File: config.mk
export PLATFORM = sky130hd
export DESIGN_NAME = rr_req_arbiter4
export DESIGN_NICKNAME = d
export VERILOG_FILES = /design/src/rtl/rr_req_arbiter4.sv
export SDC_FILE = /design/constraint.sdc
export NUM_CORES = 1
export LEC_CHECK = 0
export CORE_MARGIN = 2
export CORE_UTILIZATION = 50
export CTS_BUF_LIST = sky130_fd_sc_hd__clkbuf_8
export DETAILED_ROUTE_END_ITERATION = 10
export PLACE_DENSITY = 0.75
export SLEW_MARGIN = 40
export SYNTH_ARGS = -nofsm -noshare
export SYNTH_HDL_FRONTEND = slang
export SYNTH_SLANG_ARGS = --single-unit
File: constraint.sdc
create_clock -name clk -period 3.75 [get_ports clk]
set_input_delay 0.5625 -clock clk [delete_from_list [all_inputs] [get_ports clk]]
set_output_delay 0.5625 -clock clk [all_outputs]
set_load 0.02 [all_outputs]
File: src/rtl/rr_req_arbiter4.sv
// Four-requester round-robin arbiter with registered one-hot grant,
// hold-limit preemption and descending circular priority.
module rr_req_arbiter4 #(
    parameter int unsigned HOLD_MAX = 16
) (
    input  logic       clk,
    input  logic       rst_n,
    input  logic [3:0] req,
    output logic [3:0] gnt,
    output logic [1:0] gnt_idx,
    output logic       gnt_valid,
    output logic       preempt
);

    localparam int unsigned CW =
        (HOLD_MAX == 0) ? 1 : $clog2(HOLD_MAX + 1);
    localparam bit TO_EN = (HOLD_MAX != 0);
    localparam int unsigned HL = TO_EN ? HOLD_MAX - 1 : 0;
    localparam logic [CW-1:0] HOLD_LAST = CW'(HL);

    typedef enum logic {
        S_IDLE  = 1'b0,
        S_GRANT = 1'b1
    } state_t;

    state_t        state_q, state_d;
    logic [3:0]    gnt_q, gnt_d;
    logic [1:0]    idx_q, idx_d;
    logic          pre_q, pre_d;
    logic [CW-1:0] cnt_q, cnt_d;
    logic [1:0]    ptr_q, ptr_d;

    logic          win_found;
    logic [1:0]    win_idx;
    logic          arb;
    logic          timeout;

    // First requester found scanning ptr, ptr-1, ... (mod 4).
    always_comb begin
        win_found = 1'b0;
        win_idx   = 2'd0;
        for (int k = 0; k < 4; k++) begin
            logic [1:0] c;
            c = ptr_q - 2'(k);
            if (!win_found && req[c]) begin
                win_found = 1'b1;
                win_idx   = c;
            end
        end
    end

    assign timeout = TO_EN && (cnt_q == HOLD_LAST);

    always_comb begin
        state_d = state_q;
        gnt_d   = gnt_q;
        idx_d   = idx_q;
        pre_d   = 1'b0;
        cnt_d   = cnt_q;
        ptr_d   = ptr_q;
        arb     = 1'b0;

        case (state_q)
            S_IDLE: begin
                arb = win_found;
            end
            S_GRANT: begin
                if (!req[idx_q]) begin
                    if (win_found) begin
                        arb = 1'b1;
                    end else begin
                        state_d = S_IDLE;
                        gnt_d   = 4'b0000;
                        idx_d   = 2'd0;
                        cnt_d   = '0;
                    end
                end else if (timeout) begin
                    arb   = 1'b1;
                    pre_d = 1'b1;
                end else if (cnt_q != '1) begin
                    cnt_d = cnt_q + 1'b1;
                end
            end
            default: begin
                state_d = S_IDLE;
                gnt_d   = 4'b0000;
                idx_d   = 2'd0;
                cnt_d   = '0;
            end
        endcase

        // The winner becomes lowest priority for the next scan.
        if (arb) begin
            state_d = S_GRANT;
            gnt_d   = 4'b0001 << win_idx;
            idx_d   = win_idx;
            cnt_d   = '0;
            ptr_d   = win_idx - 2'd1;
        end
    end

    always_ff @(posedge clk or negedge rst_n) begin
        if (!rst_n) begin
            state_q <= S_IDLE;
            gnt_q   <= 4'b0000;
            idx_q   <= 2'd0;
            pre_q   <= 1'b0;
            cnt_q   <= '0;
            ptr_q   <= 2'd3;
        end else begin
            state_q <= state_d;
            gnt_q   <= gnt_d;
            idx_q   <= idx_d;
            pre_q   <= pre_d;
            cnt_q   <= cnt_d;
            ptr_q   <= ptr_d;
        end
    end

    assign gnt       = gnt_q;
    assign gnt_idx   = idx_q;
    assign gnt_valid = |gnt_q;
    assign preempt   = pre_q;

endmodule

==> results of run 1 <==
-- cell families (layout without fill, tap and decap cells) --
group                      after synthesis  after routing  synth area share [%]
buffers and inverters                   10             26                 4.434
DFF                                     15             15                 43.20
AOI/OAI and AO/OA                       22             22                 21.17
adders and majority gates                7              7                 10.01
muxes                                    4              4                 7.296
and+or+nand+nor                         21             21                 13.88
-- flip-flops by register name, indices dropped and copies added (netlist names) --
| signal | flops |
|---|---|
| cnt_q | 5 |
| state_q | 1 |
| gnt_idx | 2 |
| gnt | 4 |
| preempt | 1 |
| ptr_q | 2 |
-- synth_stat cells, types with 2 or more instances --
master / number / area (µm²)
sky130_fd_sc_hd__o21a_1: 2 / 15.01
sky130_fd_sc_hd__o21ai_0: 7 / 35.03
sky130_fd_sc_hd__dfstp_2: 2 / 52.55
sky130_fd_sc_hd__ha_1: 7 / 87.58
sky130_fd_sc_hd__mux2_4: 2 / 30.03
sky130_fd_sc_hd__nand3_1: 5 / 25.02
sky130_fd_sc_hd__a22o_1: 2 / 17.52
sky130_fd_sc_hd__nand2_1: 6 / 22.52
sky130_fd_sc_hd__inv_1: 9 / 33.78
sky130_fd_sc_hd__a2bb2oi_1: 2 / 17.52
sky130_fd_sc_hd__dfrtp_1: 13 / 325.3
sky130_fd_sc_hd__and3_1: 2 / 12.51
sky130_fd_sc_hd__a21oi_1: 2 / 10.01
-- worst max-delay path by stage --
stage | start | end
floorplan | cnt_q[0] | cnt_q[3]
global placement | req[1] | ptr_q[0]
detailed placement | req[1] | cnt_q[0]
CTS | req[1] | ptr_q[0]
global route | req[2] | cnt_q[0]
finish | req[1] | ptr_q[0]
-- worst max-delay path, stage by stage --
cell and delay (ns):
sky130_fd_sc_hd__clkdlybuf4s50_1 0.51, sky130_fd_sc_hd__mux4_2 0.55, sky130_fd_sc_hd__nand3b_2 0.22, sky130_fd_sc_hd__and2_4 0.22
sky130_fd_sc_hd__mux2_4 0.30
-- metal layers --
metal	up-vias	track usage, %	routed length (µm)
met5	-	0	0
met3	6	4.365	56
met2	16	27.89	729
met1	293	23.79	805
li1	315	-	-
met4	0	8.000	38
-- final cells by class --
class	instances	area [µm²]
Fill cell	135	621.8
Multi-Input combinational cell	54	457.9
Sequential cell	15	377.9
Timing Repair Buffer	13	130.1
Clock buffer	3	41.29
Inverter	9	33.78
Tap cell	17	21.27
Clock inverter	1	5.005
-- power by group through the flow --
stage | registers [µW] | clock network [µW] | logic (µW)
final | 270 | 129 | 375
after global routing | 278 | 141 | 413
after CTS | 270 | 131 | 380
after detailed placement | 272 | 0 | 373
after global placement | 270 | 0 | 364
after floorplan | 295 | 0 | 219
-- metrics by stage --
stage	util (%)	hold WS [ns]	std cells	total power, µW	cell area, µm²
after floorplan	-	0.2669	79	514.4	874.6
after global placement	60.44	0.5214	108	634.5	1021
after detailed placement	60.44	0.5124	108	644.5	1021
after CTS	63.19	0.5253	112	780.3	1067
after global routing	63.19	0.5647	112	831.6	1067
final	63.19	0.5203	112	773.5	1067
==> impl_table.tex, run 1 <==
\begin{tabular}{lr}
\hline
Metric & Value \\
\hline
\multicolumn{2}{l}{\textbf{Outcome}} \\
\quad Outcome & complete, no violations \\
\multicolumn{2}{l}{\textbf{Route}} \\
\quad Vias after detailed routing & 630 \\
\quad Post-route DRC & 0 \\
\quad Total Wirelength & 1630 µm \\
\quad Via density & 5.625 \\
\quad Antenna Violating Nets Remaining & 0 \\
\quad Wirelength per Cell & 14.55 µm \\
\quad Initial DRC Count & 4 \\
\quad Initial DRT Pass Iterations & 2 \\
\multicolumn{2}{l}{\textbf{Hold path}} \\
\quad Hold wc startpoint & cnt\_q[4] \\
\quad Min-Delay Path Class & reg -> reg \\
\quad Number of stages on the worst hold path & 2 \\
\quad Worst hold path endpoint & cnt\_q[4] \\
\multicolumn{2}{l}{\textbf{Placement}} \\
\quad Dpl ws & 1.309 ns \\
\quad Placed wire-length estimate after detailed placement & about 1200 µm \\
\quad Final GP Congestion & between 0.8 and 0.9 \\
\quad Number of port buffers & 13 \\
\multicolumn{2}{l}{\textbf{Global routing}} \\
\quad Maximum number of pins on one net before global-route repair & 16 \\
\quad Overall fraction of global-route tracks in use & $\sim$18\% \\
\quad Number of global-route vias before repair & between 500 and 600 \\
\quad Overflow left after global routing & 0 \\
\quad Number of antenna violations at the first check in global routing & 0 \\
\quad Wire length of the first global-routing pass & 2684 µm \\
\multicolumn{2}{l}{\textbf{Setup path}} \\
\quad Kind of launch point of the worst setup path & input pin \\
\quad Worst Path Class, Setup & in -> reg \\
\quad CP endpoint kind & flip-flop \\
\quad Worst R2R End & cnt\_q[3] \\
\quad Worst path arrival time & 2.36 ns \\
\quad Beginning of the worst register-to-register path & cnt\_q[0] \\
\quad Path depth of the worst reg2reg path & 6 \\
\quad Maximum net fanout on the critical path & 10 \\
\quad Worst endpoint required time & 3.92 ns \\
\quad R2R Setup Slk & approximately 1.7 ns \\
\multicolumn{2}{l}{\textbf{Layout}} \\
\quad Number of antenna diodes & 0 \\
\quad Layout cell share with drive strength beyond 1 & 16.84\% \\
\quad Most used cells in the layout excluding fill and tap cells & sky130\_fd\_sc\_hd\_\_dfrtp\_1 (13), sky130\_fd\_sc\_hd\_\_clkdlybuf4s50\_1 (13), sky130\_fd\_sc\_hd\_\_inv\_1 (9), sky130\_fd\_sc\_hd\_\_o21ai\_0 (7), sky130\_fd\_sc\_hd\_\_ha\_1 (7) \\
\quad Post-layout net count & 109 \\
\quad Growth of design area from synthesis to finish & 22.03\% \\
\multicolumn{2}{l}{\textbf{CTS}} \\
\quad Clock slew seen by the registers of the worst setup and hold paths & roughly 0.060 ns \\
\quad Hold buffer count at CTS & 0 \\
\quad Resized cells post-CTS & 0 \\
\quad Clock network latency to the later pin of the worst-skew pair & 0.24 ns \\
\quad CTS buffer count & 3 \\
\quad Root buf cell & sky130\_fd\_sc\_hd\_\_clkbuf\_8 \\
\quad Clock tree from TritonCTS & built \\
\quad Maximum number of buffers from clock root to sink & 2 \\
\quad Number of buffers inserted by post-CTS setup repair & 0 \\
\quad H-tree levels & 1 \\
\quad Sinks on Clock Net & 15 \\
\multicolumn{2}{l}{\textbf{STA}} \\
\quad Total Neg Setup Slack & 0 ns \\
\quad Maximum clock frequency & 0.4583 GHz \\
\quad Final Hold Fails & 0 \\
\quad Setup ws final & 1.568 ns \\
\quad Remaining max-slew budget at the tightest pin & between 50\% and 60\% \\
\quad Post-route minimum period & 2.182 ns \\
\quad Layout Skew & around 0.0015 ns \\
\quad Period Utilization, post-route & 58.18\% \\
\quad Total setup violations reported at the end of the flow & 0 \\
\quad Transition at the pin with the smallest max-transition slack & $\sim$0.67 ns \\
\quad Max-slew violation count & 0 \\
\quad Setup repair after global routing missed its margin & false \\
\multicolumn{2}{l}{\textbf{Yosys}} \\
\quad Number of enable-type register cells in the synthesized netlist & 0 \\
\quad Cell count after synthesis & 79 \\
\quad Flip-flop and latch count after synthesis & 15 \\
\quad Share of the yosys chip area belonging to registers & 43.20\% \\
\quad Post-Syn Nets & 92 \\
\quad Total standard cell area after synthesis & 874.6 µm² \\
\quad Syn. warnings & 0 \\
\quad Proportion of register bits with asynchronous set or reset after synthesis & 100.0\% \\
\quad Average instance area after synthesis & 11.07 µm² \\
\quad Distinct cell type count of the synthesized netlist & 31 \\
\quad Ys flop type & sky130\_fd\_sc\_hd\_\_dfrtp\_1 \\
\multicolumn{2}{l}{\textbf{Floorplanning}} \\
\quad Starting utilization of the core area & 51.78\% \\
\quad Area of the core region & 1689 µm² \\
\quad Die width & roughly 46 µm \\
\quad Top-level I/O count & 14 \\
\quad Die Outline Area & around 2100 µm² \\
\quad Floorplan row count & 15 \\
\quad Height of the die & 45.83 µm \\
\multicolumn{2}{l}{\textbf{Power}} \\
\quad Power Internal & just under 500 µW \\
\quad Peak supply drop & 450.1 µV \\
\quad Power share of the clock group & 16.6\% \\
\quad Power density of the placed cells & 724.8 nW/µm² \\
\quad Sequential share of power & 34.9\% \\
\quad Reported net switching power & 289.8 µW \\
\quad Leakage power & approximately 0.00048 µW \\
\quad Net switching fraction of the power & 37.46\% \\
\quad Power share of the combinational group & 48.5\% \\
\multicolumn{2}{l}{\textbf{Run}} \\
\quad Max-capacitance violation count & 0 \\
\hline
\end{tabular}
Note: power is estimated with default switching activity, not from simulation.
==> inputs of run 2 (changes only) <==
Clock period 3.75 ns to 2.19 ns, I/O delays scaled along.
==> impl_table.tex, run 2 (same netlist as run 1, synthesis figures left out) <==
\begin{tabular}{lr}
\hline
Metric & Value \\
\hline
\multicolumn{2}{l}{\textbf{STA}} \\
\quad Post-route minimum period & 1.971 ns \\
\quad Setup ws final & 0.2195 ns (-1.349 ns) \\
\quad Maximum clock frequency & 0.5075 GHz \\
\quad Total setup violations reported at the end of the flow & 0 (unchanged) \\
\quad Setup repair after global routing missed its margin & false \\
\quad Transition at the pin with the smallest max-transition slack & 0.6783 ns (+0.004888 ns) \\
\quad Total Neg Setup Slack & 0 ns (unchanged) \\
\quad Max-slew violation count & 0 (unchanged) \\
\quad Layout Skew & 0.004088 ns (+0.002633 ns) \\
\quad Remaining max-slew budget at the tightest pin & 54.64\% (-0.33 points) \\
\quad Period Utilization, post-route & 89.98\% \\
\quad Final Hold Fails & 0 (unchanged) \\
\multicolumn{2}{l}{\textbf{CTS}} \\
\quad Maximum number of buffers from clock root to sink & 2 (unchanged) \\
\quad Root buf cell & sky130\_fd\_sc\_hd\_\_clkbuf\_8 \\
\quad Number of buffers inserted by post-CTS setup repair & 0 (unchanged) \\
\quad CTS buffer count & 3 (unchanged) \\
\quad Clock tree from TritonCTS & built \\
\quad Clock network latency to the later pin of the worst-skew pair & 0.25 ns (about the same) \\
\quad H-tree levels & 1 (unchanged) \\
\quad Clock slew seen by the registers of the worst setup and hold paths & 0.06 ns (about the same) \\
\quad Hold buffer count at CTS & 0 (unchanged) \\
\quad Resized cells post-CTS & 0 (unchanged) \\
\quad Sinks on Clock Net & 15 (unchanged) \\
\multicolumn{2}{l}{\textbf{Power}} \\
\quad Peak supply drop & 627.7 µV (+39\%) \\
\quad Leakage power & 0.0004989 µW (+3.1\%) \\
\quad Power density of the placed cells & 1229 nW/µm² (+70\%) \\
\multicolumn{2}{l}{\textbf{Floorplanning}} \\
\quad Area of the core region & 1689 µm² (unchanged) \\
\quad Floorplan row count & 15 (unchanged) \\
\quad Height of the die & 45.83 µm (unchanged) \\
\quad Top-level I/O count & 14 (unchanged) \\
\quad Die Outline Area & 2100 µm² (unchanged) \\
\quad Starting utilization of the core area & 51.78\% (unchanged) \\
\quad Die width & 45.83 µm (unchanged) \\
\multicolumn{2}{l}{\textbf{Setup path}} \\
\quad Worst R2R End & cnt\_q[3] \\
\quad Setup crit end & cnt\_q[3] \\
\quad Beginning of the worst register-to-register path & cnt\_q[0] \\
\quad Kind of launch point of the worst setup path & flip-flop \\
\quad Worst Path Class, Setup & reg -> reg \\
\quad CP endpoint kind & flip-flop \\
\quad Maximum net fanout on the critical path & 6 (-4) \\
\quad Worst path arrival time & 2.13 ns (-0.23 ns) \\
\quad R2R Setup Slk & 0.22 ns (-1.52 ns) \\
\quad Path depth of the worst reg2reg path & 7 (+1) \\
\quad Worst endpoint required time & 2.35 ns (-1.57 ns) \\
\quad Origin of the worst setup path & cnt\_q[0] \\
\multicolumn{2}{l}{\textbf{Global routing}} \\
\quad Number of global-route vias before repair & 571 (-3.9\%) \\
\quad Overall fraction of global-route tracks in use & 17.62\% (-0.45 points) \\
\quad Overflow left after global routing & 0 (unchanged) \\
\quad Maximum number of pins on one net before global-route repair & 16 (unchanged) \\
\quad Number of antenna violations at the first check in global routing & 0 (unchanged) \\
\quad Wire length of the first global-routing pass & 2546 µm (-5.1\%) \\
\multicolumn{2}{l}{\textbf{Placement}} \\
\quad Dpl ws & 0.03971 ns (-1.270 ns) \\
\quad Final GP Congestion & 0.7319 (-13\%) \\
\quad Number of port buffers & 13 (unchanged) \\
\quad Placed wire-length estimate after detailed placement & 1229 µm (+3.2\%) \\
\multicolumn{2}{l}{\textbf{Route}} \\
\quad Initial DRC Count & 16 (+12) \\
\quad Post-route DRC & 0 (unchanged) \\
\quad Initial DRT Pass Iterations & 4 (+2) \\
\quad Via density & 5.704 (+1.4\%) \\
\quad Wirelength per Cell & 14.08 µm (-3.3\%) \\
\quad Antenna Violating Nets Remaining & 0 (unchanged) \\
\quad Total Wirelength & 1619 µm (-0.67\%) \\
\quad Vias after detailed routing & 656 (+4.1\%) \\
\multicolumn{2}{l}{\textbf{Run}} \\
\quad Max-capacitance violation count & 0 (unchanged) \\
\multicolumn{2}{l}{\textbf{Layout}} \\
\quad Most used cells in the layout excluding fill and tap cells & sky130\_fd\_sc\_hd\_\_dfrtp\_1 (13), sky130\_fd\_sc\_hd\_\_clkdlybuf4s50\_1 (13), sky130\_fd\_sc\_hd\_\_inv\_1 (10), sky130\_fd\_sc\_hd\_\_o21ai\_0 (7), sky130\_fd\_sc\_hd\_\_ha\_1 (7) \\
\quad Layout cell share with drive strength beyond 1 & 18.37\% (+1.5 points) \\
\quad Biggest register & cnt\_q \\
\quad Post-layout net count & 112 (+2.8\%) \\
\quad Number of flip-flops under the largest register name & 5 (unchanged) \\
\quad Growth of design area from synthesis to finish & 24.46\% \\
\quad Fin util & 64.44\% (+1.3 points) \\
\quad Total of fill cells in the finished design & 137 (+1.5\%) \\
\quad Number of antenna diodes & 0 (unchanged) \\
\multicolumn{2}{l}{\textbf{Hold path}} \\
\quad Min-Delay Path Class & in -> async \\
\multicolumn{2}{l}{\textbf{Outcome}} \\
\quad Outcome & complete, no violations \\
\hline
\end{tabular}
## run 2: changes by cell type in the layout (fill, tap and decap cells not counted), sizes merged
cell    previous run  this run
clkinv             1         0
inv                9        10
buf                0         3
## run 2: routing by layer
layer / vias to the layer above / GRT usage (%) / share of wire [%]
met1: 313 / 23.47 / 49
li1: 319 / - / -
met5: - / 0 / 0
met2: 20 / 27.04 / 46
met3: 4 / 1.190 / 2.3
met4: 0 / 12.00 / 2.3
## run 2: final cells by class
cell class	instances	area, µm²	share of cell area, %
Inverter	9	33.78	3.103
Multi-Input combinational cell	54	457.9	42.07
Tap cell	17	21.27	1.954
Sequential cell	15	377.9	34.71
Clock inverter	1	3.754	0.3448
Timing Repair Buffer	16	152.6	14.02
Clock buffer	3	41.29	3.793
## run 2: stage by stage
step	cells	instance area [µm²]	hold slack [ns]	power [µW]
after global routing	115	1089	0.5469	1437
after floorplan	79	874.6	0.03291	880.8
after detailed placement	111	1044	0.5120	1121
final	115	1089	0.4949	1338
after global placement	111	1044	0.5015	1099
after CTS	115	1089	0.5210	1345
## run 2: worst max-delay path: stages, from the launching register on
cell                        delay [ns]
sky130_fd_sc_hd__dfrtp_1          0.41
sky130_fd_sc_hd__ha_1             0.24
sky130_fd_sc_hd__and3_1           0.21
sky130_fd_sc_hd__ha_1             0.18
sky130_fd_sc_hd__and3b_1          0.21
sky130_fd_sc_hd__o2bb2ai_4        0.16
sky130_fd_sc_hd__or2_4            0.27
sky130_fd_sc_hd__o31ai_4          0.21
## run 2: how the worst min path moves through the flow
stage / slack, ns / endpoint / cells past startpoint
6_report: 0.49 / gnt[3] / 1
5_1_grt: 0.55 / cnt_q[2] / 1
2_1_floorplan: 0.03 / cnt_q[0] / 0
3_5_place_dp: 0.51 / cnt_q[1] / 2
3_3_place_gp: 0.50 / cnt_q[1] / 2
4_1_cts: 0.52 / cnt_q[0] / 1
## run 2: power breakdown
part | switching, µW | internal (µW)
Sequential | 80.9 | 382
Clock | 96.5 | 124
Combinational | 319 | 336
==> inputs of run 3 (changes only) <==
Settings changed: CORE_UTILIZATION 50 to 54, PLACE_DENSITY 0.75 to 0.8.
==> impl_table.tex, run 3 (same netlist as run 1, synthesis figures left out) <==
\begin{tabular}{lr}
\hline
Metric & Value \\
\hline
\multicolumn{2}{l}{\textbf{STA}} \\
\quad Layout Skew & 0.002069 ns (-0.002019 ns) \\
\quad Maximum clock frequency & 0.5058 GHz (-0.34\%) \\
\quad Max-slew violation count & 0 (unchanged) \\
\quad Period Utilization, post-route & 90.29\% (+0.31 points) \\
\quad Remaining max-slew budget at the tightest pin & 55.76\% (+1.1 points) \\
\quad Final Hold Fails & 0 (unchanged) \\
\quad Transition at the pin with the smallest max-transition slack & 0.6615 ns (-0.01674 ns) \\
\quad Setup repair after global routing missed its margin & false \\
\quad Total Neg Setup Slack & 0 ns (unchanged) \\
\quad Post-route minimum period & 1.977 ns (+0.006722 ns) \\
\quad Total setup violations reported at the end of the flow & 0 (unchanged) \\
\multicolumn{2}{l}{\textbf{Power}} \\
\quad Leakage power & 0.0004941 µW (-0.96\%) \\
\quad Peak supply drop & 688.5 µV (+9.7\%) \\
\quad Power density of the placed cells & 1227 nW/µm² (-0.17\%) \\
\multicolumn{2}{l}{\textbf{CTS}} \\
\quad CTS buffer count & 3 (unchanged) \\
\quad H-tree levels & 1 (unchanged) \\
\quad Clock network latency to the later pin of the worst-skew pair & 0.24 ns (about the same) \\
\quad Maximum number of buffers from clock root to sink & 2 (unchanged) \\
\quad Resized cells post-CTS & 0 (unchanged) \\
\quad Clock tree from TritonCTS & built \\
\quad Hold buffer count at CTS & 0 (unchanged) \\
\quad Clock slew seen by the registers of the worst setup and hold paths & 0.06 ns (about the same) \\
\quad Number of buffers inserted by post-CTS setup repair & 0 (unchanged) \\
\quad Sinks on Clock Net & 15 (unchanged) \\
\quad Root buf cell & sky130\_fd\_sc\_hd\_\_clkbuf\_8 \\
\multicolumn{2}{l}{\textbf{Run}} \\
\quad Max-capacitance violation count & 0 (unchanged) \\
\multicolumn{2}{l}{\textbf{Global routing}} \\
\quad Grt met2 use & 29.12\% (+2.1 points) \\
\quad Maximum number of pins on one net before global-route repair & 16 (unchanged) \\
\quad Met3 track demand over resource & 4.490\% (+3.3 points) \\
\quad Overflow left after global routing & 0 (unchanged) \\
\quad Number of antenna violations at the first check in global routing & 0 (unchanged) \\
\quad Number of global-route vias before repair & 621 (+8.8\%) \\
\quad Overall fraction of global-route tracks in use & 18.88\% (+1.3 points) \\
\quad Gr busiest metal & met2 \\
\quad GRT met1 Usage & 24.21\% (+0.74 points) \\
\quad Wire length of the first global-routing pass & 2656 µm (+4.3\%) \\
\multicolumn{2}{l}{\textbf{Setup path}} \\
\quad Worst Path Class, Setup & reg -> reg \\
\quad Kind of cell adding the most delay to the critical path & simple AND/OR/NAND/NOR gates \\
\quad Cell with the largest stage delay on the worst path & sky130\_fd\_sc\_hd\_\_dfrtp\_1 \\
\quad Worst path arrival time & 2.14 ns (about the same) \\
\quad CP endpoint kind & flip-flop \\
\quad Chain of cells forming the critical path & ha\_1, and3\_1, ha\_1, and3b\_1, o2bb2ai\_4, or2\_4, o31ai\_4 \\
\quad Critical path's largest stage delay & 0.41 ns (about the same) \\
\quad Total buffers and inverters traversed by the critical path & 0 (unchanged) \\
\quad Worst endpoint required time & 2.35 ns (about the same) \\
\quad Maximum net fanout on the critical path & 6 (unchanged) \\
\quad Most used cell, CP & sky130\_fd\_sc\_hd\_\_ha\_1 \\
\quad Kind of launch point of the worst setup path & flip-flop \\
\multicolumn{2}{l}{\textbf{Route}} \\
\quad Initial DRT Pass Iterations & 2 (-2) \\
\quad Via density & 5.752 (+0.84\%) \\
\quad Wirelength per Cell & 13.82 µm (-1.8\%) \\
\quad Post-route DRC & 0 (unchanged) \\
\quad Antenna Violating Nets Remaining & 0 (unchanged) \\
\quad Vias after detailed routing & 650 (-0.91\%) \\
\quad Initial DRC Count & 7 (-9) \\
\quad Total Wirelength & 1562 µm (-3.5\%) \\
\multicolumn{2}{l}{\textbf{Outcome}} \\
\quad Outcome & complete, no violations \\
\multicolumn{2}{l}{\textbf{Floorplanning}} \\
\quad Die Outline Area & 1958 µm² (-6.8\%) \\
\quad Area of the core region & 1506 µm² (-11\%) \\
\quad Die width & 44.25 µm (-3.4\%) \\
\quad Floorplan row count & 14 (-1) \\
\quad Top-level I/O count & 14 (unchanged) \\
\quad Height of the die & 44.25 µm (-3.4\%) \\
\quad Starting utilization of the core area & 58.06\% (+6.3 points) \\
\multicolumn{2}{l}{\textbf{Placement}} \\
\quad Instance area at placement & 1035 µm² (-0.84\%) \\
\quad Number of port buffers & 13 (unchanged) \\
\quad Final GP Congestion & 0.7569 (+3.4\%) \\
\quad Placed wire-length estimate after detailed placement & 1117 µm (-9.1\%) \\
\multicolumn{2}{l}{\textbf{Layout}} \\
\quad Number of flip-flops under the largest register name & 5 (unchanged) \\
\quad Final instance area & 1080 µm² (-0.80\%) \\
\quad Post-layout net count & 111 (-0.89\%) \\
\quad Most used cells in the layout excluding fill and tap cells & sky130\_fd\_sc\_hd\_\_dfrtp\_1 (13), sky130\_fd\_sc\_hd\_\_clkdlybuf4s50\_1 (13), sky130\_fd\_sc\_hd\_\_inv\_1 (10), sky130\_fd\_sc\_hd\_\_o21ai\_0 (7), sky130\_fd\_sc\_hd\_\_ha\_1 (7) \\
\quad Growth of design area from synthesis to finish & 23.46\% \\
\quad Number of antenna diodes & 0 (unchanged) \\
\quad Layout cell share with drive strength beyond 1 & 17.53\% (-0.84 points) \\
\quad Total of fill cells in the finished design & 114 (-17\%) \\
\quad Biggest register & cnt\_q \\
\multicolumn{2}{l}{\textbf{Hold path}} \\
\quad Min-Delay Path Class & in -> async \\
\hline
\end{tabular}
run 3: final cells by class:
type,instances,area [µm²],share of cell area [%]
clock buffers,3,41.29,3.824
clock inverters,1,3.754,0.3476
inverters,9,33.78,3.129
multi-input cells,54,457.9,42.41
flip-flops and latches,15,377.9,34.99
well taps,16,20.02,1.854
repair buffers,15,145.1,13.44
run 3: worst register-to-register path: stages (launching register included):
cell	delay [ns]
sky130_fd_sc_hd__dfrtp_1	0.41
sky130_fd_sc_hd__ha_1	0.25
sky130_fd_sc_hd__and3_1	0.21
sky130_fd_sc_hd__ha_1	0.18
sky130_fd_sc_hd__and3b_1	0.20
sky130_fd_sc_hd__o2bb2ai_4	0.16
sky130_fd_sc_hd__or2_4	0.27
sky130_fd_sc_hd__o31ai_4	0.21
run 3: report_power, final:
group	switching (µW)	internal [µW]	total (µW)	leakage, µW
registers	77.1	381	459	0.000188
clock network	93.6	124	218	0.0000269
logic	316	332	649	0.000279
run 3: routing by layer:
metal | vias to the layer above | wire length, µm | share of wire [%]
met5 | - | 0 | 0
met4 | 0 | 48 | 3.1
met3 | 7 | 74 | 4.7
met2 | 19 | 693 | 44
met1 | 303 | 745 | 48
li1 | 321 | - | -
run 3: through the flow:
step / hold WS [ns] / setup slack, ns / utilization (%) / power, µW / std cells
2_1_floorplan: 0.03291 / 0.3423 / - / 880.8 / 79
3_3_place_gp: 0.5011 / 0.09181 / 68.69 / 1092 / 109
3_5_place_dp: 0.5078 / 0.05833 / 68.69 / 1106 / 109
4_1_cts: 0.5159 / 0.2102 / 71.68 / 1339 / 113
5_1_grt: 0.5439 / 0.1201 / 71.68 / 1421 / 113
6_report: 0.4884 / 0.2128 / 71.68 / 1325 / 113
run 3: path summary, 6_finish.rpt:
check / slack [ns] / startpoint / endpoint / depth (start not counted)
worst min register to register: 0.52 / cnt_q[4] / cnt_q[4] / 2
worst max register to register: 0.21 / cnt_q[0] / cnt_q[3] / 7
max in group asynchronous: 1.28 / rst_n / cnt_q[3] / 1
min in group clk: 0.52 / cnt_q[4] / cnt_q[4] / 2
worst min-delay path: 0.49 / rst_n / cnt_q[1] / 1
worst max-delay path: 0.21 / cnt_q[0] / cnt_q[3] / 7
